--- src/rtl/gridwalk_move_sched_pkg.sv ---
// Shared definitions for the grid-walker move scheduler: direction codes,
// FSM state encoding and default sizing.
package gridwalk_pkg;

    localparam logic [1:0] DIR_PX = 2'b00;
    localparam logic [1:0] DIR_MX = 2'b01;
    localparam logic [1:0] DIR_PY = 2'b10;
    localparam logic [1:0] DIR_MY = 2'b11;

    typedef enum logic [1:0] {
        S_IDLE  = 2'd0,
        S_ISSUE = 2'd1,
        S_WAIT  = 2'd2
    } state_t;

    localparam int DEF_DEPTH = 4;
    localparam int DEF_GAP   = 16;
    localparam int DEF_GRID  = 8;

endpackage

--- src/rtl/gridwalk_move_fifo.sv ---
// DEPTH x 2-bit synchronous move FIFO; push and pop in one cycle are both honoured.
module gridwalk_move_fifo #(
    parameter int DEPTH = 4
) (
    input  logic                           clk,
    input  logic                           rst_n,
    input  logic                           push,
    input  logic [1:0]                     push_data,
    input  logic                           pop,
    output logic [1:0]                     head,
    output logic [$clog2(DEPTH+1)-1:0]     count
);

    localparam int AW = $clog2(DEPTH);
    localparam int CW = $clog2(DEPTH + 1);
    localparam logic [CW-1:0] FULL = CW'(DEPTH);

    logic [1:0]    mem [DEPTH];
    logic [AW-1:0] wr_ptr;
    logic [AW-1:0] rd_ptr;
    logic          do_push;
    logic          do_pop;

    assign do_pop  = pop && (count != '0);
    assign do_push = push && (count != FULL);
    assign head    = mem[rd_ptr];

    always_ff @(posedge clk or negedge rst_n) begin
        if (!rst_n) begin
            wr_ptr <= '0;
            rd_ptr <= '0;
            count  <= '0;
            for (int unsigned i = 0; i < DEPTH; i++) begin
                mem[i] <= '0;
            end
        end else begin
            if (do_push) begin
                mem[wr_ptr] <= push_data;
                wr_ptr      <= wr_ptr + AW'(1);
            end
            if (do_pop) begin
                rd_ptr <= rd_ptr + AW'(1);
            end
            unique case ({do_push, do_pop})
                2'b10:   count <= count + CW'(1);
                2'b01:   count <= count - CW'(1);
                default: count <= count;
            endcase
        end
    end

endmodule

--- src/rtl/gridwalk_move_sched.sv ---
// Move scheduler: arbitrates rotor/replay moves into a FIFO, issues spaced steps
// to the walker, tracks position and counts discarded moves.
module gridwalk_move_sched
    import gridwalk_pkg::*;
#(
    parameter int DEPTH = DEF_DEPTH,
    parameter int GAP   = DEF_GAP,
    parameter int GRID  = DEF_GRID
) (
    input  logic                      clk,
    input  logic                      rst_n,
    input  logic                      enable,
    input  logic                      rot_event,
    input  logic [1:0]                rot_dir,
    input  logic                      rp_valid,
    input  logic [1:0]                rp_dir,
    output logic                      rp_ready,
    output logic                      step_pulse,
    output logic [1:0]                step_dir,
    output logic [$clog2(GRID)-1:0]   pos_x,
    output logic [$clog2(GRID)-1:0]   pos_y,
    output logic [7:0]                drop_cnt,
    output logic                      busy
);

    localparam int PW = $clog2(GRID);
    localparam int CW = $clog2(DEPTH + 1);
    localparam int WW = $clog2(GAP);
    localparam logic [CW-1:0] FULL      = CW'(DEPTH);
    localparam logic [PW-1:0] EDGE      = PW'(GRID - 1);
    localparam logic [WW-1:0] WAIT_LOAD = WW'((GAP > 2) ? GAP - 3 : 0);

    logic [CW-1:0] count;
    logic [1:0]    head;
    logic          full;
    logic          rot_drop;
    logic          push;
    logic [1:0]    push_data;
    logic          pop;
    logic          off_grid;
    logic [PW-1:0] nx;
    logic [PW-1:0] ny;
    logic [1:0]    drop_inc;
    logic [8:0]    drop_sum;
    state_t        state;
    logic [WW-1:0] wait_cnt;

    // Rotor event owns the write port whenever it pulses, even when full (it is then dropped).
    assign full      = (count == FULL);
    assign rp_ready  = rst_n && !rot_event && !full;
    assign rot_drop  = rot_event && full;
    assign push      = (rot_event && !full) || (rp_valid && rp_ready);
    assign push_data = rot_event ? rot_dir : rp_dir;
    assign pop       = (state == S_IDLE) && enable && (count != '0);
    assign busy      = (count != '0) || (state != S_IDLE);

    gridwalk_move_fifo #(.DEPTH(DEPTH)) u_fifo (
        .clk       (clk),
        .rst_n     (rst_n),
        .push      (push),
        .push_data (push_data),
        .pop       (pop),
        .head      (head),
        .count     (count)
    );

    always_comb begin
        nx       = pos_x;
        ny       = pos_y;
        off_grid = 1'b0;
        unique case (head)
            DIR_PX: begin off_grid = (pos_x == EDGE); nx = pos_x + PW'(1); end
            DIR_MX: begin off_grid = (pos_x == '0);   nx = pos_x - PW'(1); end
            DIR_PY: begin off_grid = (pos_y == EDGE); ny = pos_y + PW'(1); end
            DIR_MY: begin off_grid = (pos_y == '0);   ny = pos_y - PW'(1); end
        endcase
    end

    always_comb begin
        drop_inc = {1'b0, rot_drop} + {1'b0, pop && off_grid};
        drop_sum = {1'b0, drop_cnt} + {7'b0, drop_inc};
    end

    always_ff @(posedge clk or negedge rst_n) begin
        if (!rst_n) begin
            drop_cnt <= '0;
        end else begin
            drop_cnt <= drop_sum[8] ? '1 : drop_sum[7:0];
        end
    end

    always_ff @(posedge clk or negedge rst_n) begin
        if (!rst_n) begin
            state      <= S_IDLE;
            wait_cnt   <= '0;
            step_pulse <= 1'b0;
            step_dir   <= '0;
            pos_x      <= '0;
            pos_y      <= '0;
        end else begin
            step_pulse <= 1'b0;
            unique case (state)
                S_IDLE: begin
                    if (pop && !off_grid) begin
                        state      <= S_ISSUE;
                        step_pulse <= 1'b1;
                        step_dir   <= head;
                        pos_x      <= nx;
                        pos_y      <= ny;
                    end
                end
                // ISSUE + (GAP-2) WAIT + one IDLE pop cycle spaces pulses GAP apart.
                S_ISSUE: begin
                    wait_cnt <= WAIT_LOAD;
                    state    <= (GAP > 2) ? S_WAIT : S_IDLE;
                end
                S_WAIT: begin
                    if (wait_cnt == '0) begin
                        state <= S_IDLE;
                    end else begin
                        wait_cnt <= wait_cnt - WW'(1);
                    end
                end
                default: state <= S_IDLE;
            endcase
        end
    end

endmodule

--- config.mk ---
export PLATFORM = sky130hd
export DESIGN_NAME = gridwalk_move_sched
export DESIGN_NICKNAME = d
export VERILOG_FILES = /design/src/rtl/gridwalk_move_sched_pkg.sv /design/src/rtl/gridwalk_move_fifo.sv /design/src/rtl/gridwalk_move_sched.sv
export SDC_FILE = /design/constraint.sdc
export NUM_CORES = 1
export LEC_CHECK = 0
export CAP_MARGIN = 30
export CELL_PAD_IN_SITES_DETAIL_PLACEMENT = 2
export CELL_PAD_IN_SITES_GLOBAL_PLACEMENT = 2
export CORE_AREA = 2 2 74 76
export DETAILED_ROUTE_END_ITERATION = 12
export DIE_AREA = 0 0 76 78
export DONT_BUFFER_PORTS = 1
export HOLD_SLACK_MARGIN = 0.15
export PLACE_DENSITY_LB_ADDON = 0.1
export REMOVE_ABC_BUFFERS = 1
export SYNTH_ARGS = -nofsm -noshare
export SYNTH_HDL_FRONTEND = slang
export SYNTH_SLANG_ARGS = --single-unit
--- constraint.sdc ---
create_clock -name clk -period 3 [get_ports clk]
set_clock_uncertainty 0.15 [all_clocks]
set_input_delay 0.3 -clock clk [delete_from_list [all_inputs] [get_ports clk]]
set_output_delay 0.3 -clock clk [all_outputs]
set_load 0.005 [all_outputs]
==> flow_metrics.py, run 1 <==
metrics = {
    "synth": {
        "yosysUniqueCellTypes": 37,
        "netlist_instances": 178,
        "synth_seq_cells": 38,
        "yosysWarnings": 0,
        "seq_area_frac_synth_pct": 48.22,
        "syn-cell-area_um2": 1972,
        "synth-edff-count": 0,
        "async_flop_share_pct": 100.0,
        "syn_area_per_cell_um2": 11.08,
        "ys.flop_type": "dfrtp_1",
    },
    "sta": {
        "period_share_pct": 95.04,
        "finalSetupViolations": 0,
        "holdWs_ns": 0.2164,
        "final_hold_viol_count": 0,
        "fin_crit_ns": 2.851,
        "finalSetupTns_ns": 0,
        "drv_slew": 0,
        "worst_slew_pin_slew_ns": 0.4468,
        "layout_setup_ws_ns": 0.1489,
        "fmax_mhz": 350.7,
        "slew_headroom_pct": 69.98,
    },
    "worst_setup_path": {
        "timing.rr.start": "u_fifo.rd_ptr[0]$_DFFE_PN0P_",
        "crit_buf_inv": 1,
        "cp_slowest_cell": "mux4_2",
        "critPathCaptureType": "flip-flop",
        "max_stage_delay_ns": 0.60,
        "path_class": "reg2reg",
        "cp.required_ns": 3.03,
        "path_max_fanout": 5,
        "cp_top_family": "multiplexers",
        "crit_start": "u_fifo.rd_ptr[0]$_DFFE_PN0P_",
        "start_kind": "flip-flop",
        "cp.arrival_ns": 2.88,
        "crit_chain": "mux4_2 > mux2i_2 > mux2i_1 > nand2_1 > fa_2 > inv_2 > ha_1 > and3_4 > nand3_1 > nor3_2 > a21oi_1",
    },
    "layout": {
        "drive_gt1_share_pct": 20.00,
        "fillers": 528,
        "final_util_pct": 44.04,
        "nNetsFinal": 209,
        "antenna-diode-count": 0,
        "area_growth_pct": 12.63,
    },
    "die": {
        "num_rows": 26,
        "core_area_um2": 5042,
        "die-area_um2": 5928,
        "die-height_um": 78,
        "start_util_pct": 39.11,
        "die_w_um": 76,
        "boundaryPins": 28,
    },
    "cts": {
        "clk_pin_slew_ns": 0.08,
        "cts_root_buf": "clkbuf_8",
        "clk_path_buf_depth": 2,
        "cts_buffers": 5,
        "cts_tree": "built",
        "cts_sinks": 38,
        "clk_latency_ns": 0.29,
        "htreeDepth": 2,
    },
    "route": {
        "routedWlPerCell_um": 16.77,
        "drt-initial-drc-count": 52,
        "num_vias": 1334,
        "route.detailed.drc": 0,
        "totalWireLength_um": 4361,
        "first_pass_iters": 4,
        "postRouteAntennaNets": 0,
        "viasPerCell": 5.131,
    },
    "global_routing": {
        "gr-total-overflow": 0,
        "grt_max_degree": 39,
        "grtUsageTotal_pct": 15.98,
        "grt_pass1_wl_um": 7486,
        "grt_pass1_vias": 1481,
        "antenna_found_initial": 0,
    },
    "placed_design": {
        "dp_hpwl_um": 3194,
        "portBuffers": 0,
        "gp_congestion": 0.7481,
        "pre_cts_ws_ns": 0.06999,
    },
    "hold_path": {
        "min_path_type": "in2reg",
        "min_from": "rot_event",
    },
    "power_and_ir_drop": {
        "power.density_nw_per_um2": 1099,
        "p_leak_nw": 1.022,
        "irDropWorstVdd_mv": 0.3617,
    },
    "status": {
        "status": "completed",
    },
    "job": {
        "max_cap_violations": 0,
    },
}
==> power by group <==
group / switching (mW) / leakage, nW / total, mW / internal (mW)
Clock: 0.183 / 0.0482 / 0.369 / 0.186
Sequential: 0.264 / 0.446 / 1.02 / 0.756
Combinational: 0.498 / 0.528 / 1.05 / 0.554
==> sequential cells by signal (all words and copies together) (netlist names), 2 cells and up <==
name and cells:
drop_cnt 8, wait_cnt 4, u_fifo.mem 8, u_fifo.count 3, state 2, u_fifo.wr_ptr 2
step_dir 2, pos_y 3, pos_x 3, u_fifo.rd_ptr 2
==> layer usage <==
| layer | track usage [%] | part of all wire, % | vias up | routed length [um] |
|---|---|---|---|---|
| met5 | 0 | 0 | - | 0 |
| met4 | 3.818 | 0.96 | 0 | 42 |
| met3 | 4.767 | 4.0 | 4 | 174 |
| met2 | 27.86 | 50 | 26 | 2189 |
| met1 | 19.55 | 45 | 681 | 1955 |
| li1 | - | - | 623 | - |
==> worst register-to-register path, cell delays in order, from the launching register on <==
cell	delay [ns]
dfrtp_2	0.41
mux4_2	0.60
mux2i_2	0.20
mux2i_1	0.16
nand2_1	0.10
fa_2	0.35
inv_2	0.07
ha_1	0.16
and3_4	0.21
nand3_1	0.11
nor3_2	0.17
a21oi_1	0.06
==> through the flow <==
step | cells | total power [mW] | instance area (um^2)
6_report | 260 | 2.441 | 2221
5_1_grt | 260 | 2.665 | 2221
4_1_cts | 257 | 2.430 | 2176
3_5_place_dp | 247 | 2.038 | 2054
3_3_place_gp | 247 | 1.929 | 2054
2_1_floorplan | 173 | 1.727 | 1937
==> timing repair <==
item,CTS,global route
hold buffers,2,0
resized for setup,0,7
setup endpoints to repair,0,5
hold endpoints to repair,38,0
setup buffers,0,3
==> synthesized netlist by cell type (all sizes together) (2+ instances only) <==
cell type	instances	area (um^2)
nor3	5	25.02
a21oi	6	30.03
nand2	14	52.55
fa	4	80.08
o21ai	6	30.03
nand2b	4	32.53
dfrtp	38	950.9
buf	3	27.52
xnor2	5	43.79
xor2	7	61.31
mux2	13	150.1
mux2i	5	50.05
o211ai	2	15.01
and3	7	43.79
inv	15	56.30
nand4	2	12.51
clkbuf	2	7.510
ha	7	87.58
nand3	3	15.01
nor2	16	60.06
mux4	2	48.80
==> cell usage in the layout (no fill, tap or decap), types with 3 or more instances in the layout <==
master	synthesis	layout
dfrtp_1	38	37
nor2_1	16	16
inv_1	15	14
nand2_1	14	14
mux2_2	12	12
xor2_1	7	7
ha_1	7	7
buf_4	0	7
and3_1	7	6
a21oi_1	6	6
o21ai_0	6	6
clkbuf_8	0	6
xnor2_1	5	5
mux2i_1	5	4
nand3_1	3	3
nand2b_1	3	3
nor3_1	5	3
fa_1	4	3
==> cells by family (layout without fill, tap and decap cells) <==
logic type | Yosys count | in the layout | share of synthesized area, %
adders and majority gates | 11 | 11 | 8.502
muxes | 20 | 20 | 12.63
and+or+nand+nor | 58 | 58 | 14.97
buffers and inverters | 20 | 32 | 4.632
AOI/OAI and AO/OA | 19 | 19 | 5.711
DFF | 38 | 38 | 48.22
xor gates and xnor gates | 12 | 12 | 5.330
==> layout make-up <==
| type | instances | area (um^2) | area share, % |
|---|---|---|---|
| clock buffers | 7 | 86.33 | 3.887 |
| clock inverters | 1 | 5.005 | 0.2254 |
| inverters | 15 | 56.30 | 2.535 |
| multi-input cells | 120 | 950.9 | 42.82 |
| flip-flops and latches | 38 | 952.2 | 42.87 |
| well taps | 70 | 87.58 | 3.944 |
| repair buffers | 9 | 82.58 | 3.718 |
==> final timing paths <==
path	endpoint	slack, ns	cells after the start
max in group asynchronous	u_fifo.rd_ptr[0]$_DFFE_PN0P_	2.18	2
hold / removal	drop_cnt[0]$_DFF_PN0_	0.22	3
min in group asynchronous	wait_cnt[1]$_DFFE_PN0P_	0.30	2
setup / recovery	drop_cnt[6]$_DFF_PN0_	0.15	11
hold reg to reg	u_fifo.mem[5]$_DFFE_PN0P_	0.36	1
setup reg to reg	drop_cnt[6]$_DFF_PN0_	0.15	11
(Power assumes the default switching activity.)
==> inputs of run 2 (changes only) <==
GPL_TIMING_DRIVEN = 0   (was unset)
==> flow_metrics.py, run 2 (synthesis results as in run 1) <==
metrics = {
    "route": {
        "postRouteAntennaNets": 0,
        "routedWlPerCell_um": 16.51,
        "drt-initial-drc-count": 19,
        "first_pass_iters": 4,
        "route.detailed.drc": 0,
        "viasPerCell": 5.141,
        "num_vias": 1316,
        "totalWireLength_um": 4226,
    },
    "layout": {
        "nNetsFinal": 205,
        "drive_gt1_share_pct": 18.82,
        "reg.largest.list": "drop_cnt x8, u_fifo.mem x8, wait_cnt x4",
        "antenna-diode-count": 0,
        "layout_commonest_cell": "dfrtp_1",
        "layout_common_cells": "37 x dfrtp_1, 16 x nor2_1, 14 x inv_1, 14 x nand2_1, 12 x mux2_2",
        "multi_input_area_um2": 963.4,
        "seq_area_um2": 952.2,
        "area_growth_pct": 11.74,
        "fillers": 530,
        "stdcell_area_um2": 2203,
    },
    "sta": {
        "rsz0062_at_grt": "yes",
        "fin_crit_ns": 2.839,
        "period_share_pct": 94.64,
        "worst_slew_pin_slew_ns": 0.5718,
        "fmax_mhz": 352.2,
        "final_hold_viol_count": 0,
        "holdWs_ns": 0.2132,
        "finalSetupViolations": 0,
        "finalSetupTns_ns": 0,
        "slew_headroom_pct": 61.74,
        "drv_slew": 0,
    },
    "worst_setup_path": {
        "cp_top_family": "multiplexers",
        "start_kind": "flip-flop",
        "cp.required_ns": 3.02,
        "cp.arrival_ns": 2.86,
        "path_max_fanout": 4,
        "cp_slowest_cell": "mux4_2",
        "crit_chain": "mux4_2 > mux2i_2 > mux2i_1 > nand2_1 > fa_2 > inv_2 > ha_4 > and3_4 > nand3_1 > nor3_2 > a21oi_1",
        "crit_buf_inv": 1,
        "max_stage_delay_ns": 0.59,
        "path_class": "reg2reg",
        "critPathCaptureType": "flip-flop",
    },
    "die": {
        "die_w_um": 76,
        "boundaryPins": 28,
        "die-area_um2": 5928,
        "core_area_um2": 5042,
        "start_util_pct": 39.11,
        "die-height_um": 78,
        "num_rows": 26,
    },
    "placed_design": {
        "postPlaceCellArea_um2": 2024,
        "dp_hpwl_um": 3096,
        "gp_congestion": 0.7431,
        "portBuffers": 0,
    },
    "power_and_ir_drop": {
        "power.density_nw_per_um2": 1096,
        "p_int_mw": 1.481,
        "p_leak_nw": 1.001,
        "seqPwrFrac_pct": 42.5,
        "clkPwrFrac_pct": 15.0,
        "comb_power_share_pct": 42.5,
        "switching_share_pct": 38.68,
        "p_sw_uw": 933.9,
        "irDropWorstVdd_mv": 0.3460,
    },
    "hold_path": {
        "min_path_type": "in2reg",
    },
    "global_routing": {
        "grt_pass1_vias": 1470,
        "grtUsageTotal_pct": 16.40,
        "grt_pass1_wl_um": 7659,
        "grt_max_degree": 39,
        "gr-total-overflow": 0,
        "antenna_found_initial": 0,
    },
    "cts": {
        "htreeDepth": 2,
        "cts_root_buf": "clkbuf_8",
        "clk_path_buf_depth": 2,
        "cts_sinks": 38,
        "clk_latency_ns": 0.28,
        "cts_buffers": 5,
        "cts_tree": "built",
        "clk_pin_slew_ns": 0.08,
    },
    "status": {
        "status": "completed",
    },
    "job": {
        "max_cap_violations": 0,
    },
}
## run 2: changes by cell type in the layout (fill, tap and decap cells not counted)
cell and change:
ha_1 -1, buf_4 -4, ha_4 +1
## run 2: timing repair
action                     CTS  global route
hold endpoints to repair    38             0
setup endpoints to repair    4             5
setup buffers                1             2
resized for setup            3             6
hold buffers                 2             0
## run 2: path summary, 6_finish.rpt
check | startpoint | slack, ns | depth (start not counted) | to
hold reg to reg | u_fifo.mem[5]$_DFFE_PN0P_ | 0.35 | 1 | u_fifo.mem[5]$_DFFE_PN0P_
setup reg to reg | u_fifo.rd_ptr[0]$_DFFE_PN0P_ | 0.16 | 11 | drop_cnt[6]$_DFF_PN0_
setup / recovery | u_fifo.rd_ptr[0]$_DFFE_PN0P_ | 0.16 | 11 | drop_cnt[6]$_DFF_PN0_
max in group asynchronous | rst_n | 2.18 | 2 | u_fifo.rd_ptr[0]$_DFFE_PN0P_
min in group asynchronous | rst_n | 0.32 | 2 | pos_x[0]$_DFFE_PN0P_
hold / removal | rot_event | 0.21 | 3 | drop_cnt[0]$_DFF_PN0_
## run 2: cell type report
| class | instances | share of cell area [%] |
|---|---|---|
| multi-input cells | 120 | 43.73 |
| well taps | 70 | 3.975 |
| repair buffers | 5 | 2.385 |
| clock buffers | 7 | 3.918 |
| inverters | 15 | 2.555 |
| clock inverters | 1 | 0.2271 |
| flip-flops and latches | 38 | 43.21 |
## run 2: routing by layer
metal | vias to the layer above | GRT usage, % | wire (um)
met2 | 22 | 27.77 | 2228
met1 | 675 | 21.33 | 1849
li1 | 617 | - | -
met4 | 0 | 3.818 | 15
met5 | - | 0 | 0
met3 | 2 | 4.070 | 132
## run 2: worst register-to-register path, delay by kind of cell (launching register included)
| family | cells | cell delay (ns) |
|---|---|---|
| multiplexers | 3 | 0.94 |
| buffers and inverters | 1 | 0.09 |
| AO/OA/AOI/OAI | 1 | 0.05 |
| flip-flops | 1 | 0.41 |
| AND/OR/NAND/NOR | 4 | 0.56 |
| adder cells (fa/ha/maj) | 2 | 0.51 |
## run 2: metrics by stage
step / setup WS [ns] / power, mW / cells / util [%]
finish: 0.1608 / 2.414 / 256 / 43.70
CTS: 0.009565 / 2.414 / 254 / 42.88
detailed placement: -0.1150 / 1.999 / 243 / 40.15
global placement: -0.06197 / 1.881 / 243 / 40.15
floorplan: 0.2542 / 1.727 / 173 / -
global route: -0.03175 / 2.670 / 256 / 43.70
## run 2: power by group through the flow
| stage | Sequential, mW | Clock, mW | Combinational [mW] |
|---|---|---|---|
| floorplan | 0.951 | 0 | 0.776 |
| global placement | 1.01 | 0 | 0.870 |
| detailed placement | 1.04 | 0 | 0.962 |
| CTS | 1.03 | 0.378 | 1.00 |
| global route | 1.08 | 0.411 | 1.18 |
| finish | 1.03 | 0.363 | 1.03 |
